--- src/rtl/rx_sr_pkg.sv ---
// Shared types and defaults for the receive-side serial-to-parallel assembler.
package rx_sr_pkg;

  typedef enum logic {
    FILL = 1'b0,
    WAIT = 1'b1
  } rx_state_t;

  localparam int AES_BLOCK_BYTES = 16;
  localparam int BUS_BYTES       = 8;

  function automatic int beats(input int num_in, input int num_out);
    return num_out / num_in;
  endfunction

endpackage

--- src/rtl/flexbyte_stp_sr.sv ---
// Serial-to-parallel byte shifter: each enabled beat enters at the LSBs and
// pushes earlier beats toward the MSBs (mirror of the transmit shifter).
module flexbyte_stp_sr
  import rx_sr_pkg::*;
#(
  parameter int NUM_BYTES_IN  = BUS_BYTES,
  parameter int NUM_BYTES_OUT = AES_BLOCK_BYTES
) (
  input  logic                       clk,
  input  logic                       rst,
  input  logic                       shift_enable,
  input  logic                       clear,
  input  logic [8*NUM_BYTES_IN-1:0]  data_in,
  output logic [8*NUM_BYTES_OUT-1:0] data_out
);

  localparam int IN_W  = 8 * NUM_BYTES_IN;
  localparam int OUT_W = 8 * NUM_BYTES_OUT;

  logic [OUT_W-1:0] r_sr;

  // NOTE: state registers use non-blocking assignments so every flop samples
  // pre-edge values, independent of process ordering.
  always_ff @(posedge clk or posedge rst) begin
    if (rst) begin
      r_sr <= '0;
    end else if (clear) begin
      r_sr <= '0;
    end else if (shift_enable) begin
      r_sr <= {r_sr[OUT_W-IN_W-1:0], data_in};
    end
  end

  assign data_out = r_sr;

endmodule

--- src/rtl/rx_sr.sv ---
// Receive assembler: packs NUM_BYTES_IN beats into NUM_BYTES_OUT blocks with
// a holding stage. Define RX_SR_BYTE_SWAP_EN to byte-reverse each input beat.
module rx_sr
  import rx_sr_pkg::*;
#(
  parameter int NUM_BYTES_IN  = BUS_BYTES,
  parameter int NUM_BYTES_OUT = AES_BLOCK_BYTES,
  localparam int BEATS        = beats(NUM_BYTES_IN, NUM_BYTES_OUT),
  localparam int CNT_W        = $clog2(BEATS)
) (
  input  logic                       clk,
  input  logic                       rst,
  input  logic                       clear,
  input  logic [8*NUM_BYTES_IN-1:0]  data_in,
  input  logic                       in_valid,
  output logic                       in_ready,
  output logic [8*NUM_BYTES_OUT-1:0] data_out,
  output logic                       out_valid,
  input  logic                       out_ready,
  output logic [CNT_W-1:0]           beat_cnt
);

  localparam int IN_W  = 8 * NUM_BYTES_IN;
  localparam int OUT_W = 8 * NUM_BYTES_OUT;

  if ((NUM_BYTES_OUT % NUM_BYTES_IN) != 0 || BEATS < 2) begin : g_bad_cfg
    $error("rx_sr: NUM_BYTES_OUT must be a multiple (>= 2x) of NUM_BYTES_IN");
  end

  rx_state_t        r_state, w_state_next;
  logic [CNT_W-1:0] r_beat_cnt;
  logic [OUT_W-1:0] r_hold;
  logic             r_out_valid;

  logic [IN_W-1:0]  w_beat;
  logic [OUT_W-1:0] w_asm, w_asm_next, w_hold_src;
  logic             w_accept, w_consume, w_hold_free, w_last, w_load_hold;

`ifdef RX_SR_BYTE_SWAP_EN
  always_comb begin
    // NOTE: a default before the loop keeps every path assigned, so no latch.
    w_beat = '0;
    for (int i = 0; i < NUM_BYTES_IN; i++) begin
      w_beat[8*i +: 8] = data_in[8*(NUM_BYTES_IN-1-i) +: 8];
    end
  end
`else
  assign w_beat = data_in;
`endif

  assign w_accept    = in_valid && in_ready;
  assign w_consume   = r_out_valid && out_ready;
  assign w_hold_free = !r_out_valid || out_ready;
  assign w_last      = (r_beat_cnt == CNT_W'(BEATS - 1));
  assign w_asm_next  = {w_asm[OUT_W-IN_W-1:0], w_beat};

  // The last beat is forwarded straight into holding in the cycle it arrives.
  assign w_hold_src  = (r_state == WAIT) ? w_asm : w_asm_next;
  assign w_load_hold = !clear &&
                       (((r_state == FILL) && w_accept && w_last && w_hold_free) ||
                        ((r_state == WAIT) && w_consume));

  flexbyte_stp_sr #(
    .NUM_BYTES_IN (NUM_BYTES_IN),
    .NUM_BYTES_OUT(NUM_BYTES_OUT)
  ) u_asm (
    .clk         (clk),
    .rst         (rst),
    .shift_enable(w_accept),
    .clear       (clear),
    .data_in     (w_beat),
    .data_out    (w_asm)
  );

  always_ff @(posedge clk or posedge rst) begin
    if (rst) r_state <= FILL;
    else     r_state <= w_state_next;
  end

  always_comb begin
    w_state_next = r_state;
    case (r_state)
      FILL: if (!clear && w_accept && w_last && !w_hold_free) w_state_next = WAIT;
      WAIT: if (clear || w_consume) w_state_next = FILL;
      default: w_state_next = FILL;
    endcase
  end

  always_comb begin
    in_ready = (r_state == FILL);
  end

  always_ff @(posedge clk or posedge rst) begin
    if (rst) begin
      r_beat_cnt <= '0;
    end else if (clear || w_load_hold) begin
      r_beat_cnt <= '0;
    end else if (w_accept && !w_last) begin
      r_beat_cnt <= r_beat_cnt + 1'b1;
    end
  end

  always_ff @(posedge clk or posedge rst) begin
    if (rst) begin
      r_hold      <= '0;
      r_out_valid <= 1'b0;
    end else if (w_load_hold) begin
      r_hold      <= w_hold_src;
      r_out_valid <= 1'b1;
    end else if (w_consume) begin
      r_out_valid <= 1'b0;
    end
  end

  assign data_out  = r_hold;
  assign out_valid = r_out_valid;
  assign beat_cnt  = r_beat_cnt;

endmodule

--- config.mk ---
export PLATFORM = sky130hd
export DESIGN_NAME = rx_sr
export DESIGN_NICKNAME = d
export VERILOG_FILES = /design/src/rtl/rx_sr_pkg.sv /design/src/rtl/flexbyte_stp_sr.sv /design/src/rtl/rx_sr.sv
export SDC_FILE = /design/constraint.sdc
export NUM_CORES = 1
export LEC_CHECK = 0
export BUFFER_PORTS_ARGS = -buffer_cell sky130_fd_sc_hd__buf_2
export CAP_MARGIN = 20
export CORE_AREA = 2 2 137 153
export CTS_BUF_LIST = sky130_fd_sc_hd__clkbuf_2
export DETAILED_ROUTE_END_ITERATION = 12
export DIE_AREA = 0 0 139 155
export HOLD_SLACK_MARGIN = 0.03
export PLACE_DENSITY = 0.87
export SYNTH_ARGS = -nofsm -noshare
export SYNTH_HDL_FRONTEND = slang
export SYNTH_HIERARCHICAL = 1
export SYNTH_SLANG_ARGS = --single-unit
--- constraint.sdc ---
create_clock -name clk -period 11.9 [get_ports clk]
set_clock_uncertainty 0.15 [all_clocks]
set_input_delay 1.19 -clock clk [delete_from_list [all_inputs] [get_ports clk]]
set_output_delay 1.19 -clock clk [all_outputs]
set_load 0.005 [all_outputs]
==> results.md <==
* Summed negative setup slack over all endpoints at 0 ps
* Combinational family with the most area after synthesis: multiplexers
* Final global-route overflow total at 0
* Clk pwr share at 27.6%
* Rel. slew slack at between 20% and 30%
* Cts bufs inserted at 66
* Vias in the first global route at 7601
* Met1 Routed Length at 10300 um
* Worst-path maximum fanout at 76
* Fraction of final layout cells sized beyond drive strength 1 at 42.8%
* Multiplexer area fraction after synthesis at 35.3%
* Uppermost layer routed: met5
* Total leakage power at around 7 nW
* Yosys warning total at 6
* Kind of start point of the critical path: flop
* Clock root buffer: sky130_fd_sc_hd__clkbuf_2
* Antenna-violating nets left at 0
* Flop2flop setup slack at 8280 ps
* Layout Nets at 1131
* Routed wire length at approximately 23000 um
* Count of pins on the block boundary at 200
* Number of non-filler instances in the completed layout at roughly 1.3k
* Chip Height at 155 um
* DRC viols at 0
* Count of flip-flops with a built-in enable after synthesis at 0
* Worst endpoint data arrival time at approximately 4100 ps
* Count of cells resized by post-cts repair at 0
* Pins Over Slew Limit at 0
* Switching power total at ~0.57 mW
* Placer's final routability congestion estimate at approximately 0.75
* Endpoint type of the worst setup path: flop
* Synthesized area per cell at 14.0 um^2
* Std-Cell Core Area at 20100 um^2
* Slew @ Worst Pin at ~1100 ps
* Number of antenna violations at the first check in global routing at 3
* Sw Share at between 20% and 30%
* Global-route wire length before repair at around 38000 um
* Mapped cell area at 11800 um^2
* Number of clock sinks at 259
* Most numerous cell on the critical path: sky130_fd_sc_hd__buf_4
* Count of buffers from port buffering at just under 200
* Final critical-path required period at 3620 ps
* Number of hold-repair buffers added at the cts stage at 0
* Maximum Capacitance Violations at 0
* Die extent in x at 139 um
* Detailed-routed wire length on met2 at 10800 um
* #FFs+latches synth at 259
* Post-detailed-route wirelength per cell at 17.2 um
* Clock transition at the registers of the reported paths at approximately 100 ps
* Unique cell type count in the Yosys netlist at 22
* Proportion of synthesized flip-flops having asynchronous set or reset at 100%
* Floorplan die area at 21500 um^2
* Effective utilization at floorplan at 58.8%
* Xor and xnor fraction of the mapped netlist area at 0%
* Fraction of the mapped netlist area in adder cells at 0%
* Maximum number of pins on one net before global-route repair at 77
* Power Density at 152 nW/um^2
* Post-CTS Setup Bufs at 0
* Primary FF master, synth: sky130_fd_sc_hd__dfrtp_1
* Crit path cell chain: nand2_1 -> a211oi_4 -> buf_4 -> buf_4 -> mux2_2
* Comb pwr share at 17.9%
* Synthesized instance count at 843
* Reg power frac at 54.6%
* Vias after detailed routing at 7279
* Type of the worst setup path: flop to flop
* RSZ-0062 raised after global routing: no
* Via count normalized by instance count at approximately 5.4
* All-layer global routing usage at 21.5%
* Part of the Yosys area used for sequential elements at a little over half
* Final Hold Fails at 0
* Detailed placement HPWL at 14100 um
* Fillers at around 1.5k
* Drt first pass iters at 4
* Result of the run: finished clean
* Setup-failing EPs final at 0
* Layout overhead on the synthesized area at 11.3%
* TritonCTS clock tree: built
* Max Root-Sink Buffers at 3
* Fin crit share at between 30% and 40%
* Tightest Hold Check Type: flop to flop
* H-tree levels at 3
* Required time of the critical path at 12360 ps
* Internal portion of total power at approximately 1.4 mW
* Multi-input gate area in the final layout at 4750 um^2
* Site row count at 55
* FF+latch area at 6480 um^2
* Max stage delay cell, worst path: sky130_fd_sc_hd__dfrtp_4
* Number of DRC violations after detailed-routing iteration 0 at 276
* Area fraction in and, or, nand and nor cells after synthesis at about 4.5%
* CP max stage delay at between 1000 and 1500 ps
* Core Util, Final at 65.4%
* Share of the synthesized area in compound gates (AO/OA/AOI/OAI) at 0.297%
* Routed met3 length at roughly 1500 um
* Total nets after synthesis at 912
* IR Drop Worst-Case VDD at 0.106 mV
* Number of instances in the placed design at 1250
* Clk_lat worst skew at ~740 ps
* Maximum achievable frequency at between 0.2 and 0.3 GHz
Yosys cell counts (all sizes together), types with 2 or more instances:
library cell  count  share of area, %
inv               3             0.095
mux2i           128                11
dfrtp           259                55
nor2b             2              0.11
nor2            129               4.1
mux2            256                24
clkbuf           16              0.51
buf              41               4.4
cell type report:
class                      instances  area share [%]
clock inverter                     3           0.285
clock buffer                      93            3.54
antenna                            2          0.0381
multi-input combinational        524            36.1
tap                              256            2.44
inverter                           3           0.143
sequential                       259            49.3
timing repair buffer             208            8.11
power groups by stage:
| stage | sequential [mW] | combinational, mW | clock [mW] |
|---|---|---|---|
| CTS | 1.09 | 0.365 | 0.577 |
| finish | 1.09 | 0.358 | 0.551 |
| global placement | 1.10 | 0.352 | 0 |
| global route | 1.11 | 0.394 | 0.618 |
| floorplan | 1.10 | 0.199 | 0 |
| detailed placement | 1.11 | 0.364 | 0 |
sequential cells by signal, summed over array words and instances (netlist names):
register and count:
data_out 128, u_asm/data_out 128, beat_cnt 1, out_valid 1, r_state 1
cells by family after synthesis:
logic type	after synthesis
AO/OA/AOI/OAI	4
buffers and inverters	60
flip-flops	259
multiplexers	384
AND/OR/NAND/NOR	136
worst paths after layout:
check / start / to / depth (start not counted)
setup / recovery: r_state$_DFF_PP0_ / data_out[15]$_DFFE_PP0P_ / 5
min in group asynchronous: rst / data_out[75]$_DFFE_PP0P_ / 2
max in group asynchronous: rst / u_asm/data_out[66]$_DFFE_PP0P_ / 3
hold / removal: data_out[45]$_DFFE_PP0P_ / data_out[45]$_DFFE_PP0P_ / 1
hold reg to reg: data_out[45]$_DFFE_PP0P_ / data_out[45]$_DFFE_PP0P_ / 1
setup reg to reg: r_state$_DFF_PP0_ / data_out[15]$_DFFE_PP0P_ / 5
worst max-delay path, delay by kind of cell, from the launching register on:
family	cells	cell delay [ps]
flops	1	1130
simple gates	1	210
compound gates	1	270
mux	1	410
buf+inv	2	1270
routing by layer:
layer / track usage (%) / vias up
li1: - / 3394
met1: 28.4 / 3640
met2: 33.6 / 198
met3: 6.59 / 45
met4: 8.71 / 2
met5: 0 / -
placed cells by master (no fill, tap or decap), drive strengths merged, types with 2 or more instances in the layout:
master  netlist  final
dfrtp       259    259
nor2        129    129
mux2i       128    128
mux2        256    256
inv           3      4
nor2b         2      2
clkbuf       16     93
buf          41    208
diode         0      2
stage by stage:
step                      hold WS (ps)  power (mW)  setup WS (ps)  instance area (um^2)
after floorplan                    330        1.30           7060                 11800
after global placement             314        1.46           8080                 12600
after detailed placement           319        1.47           8010                 12600
after CTS                          339        2.04           8240                 13100
after global routing               352        2.12           8050                 13100
final                              337        2.00           8280                 13100
Power figures use the tool's default switching activity.
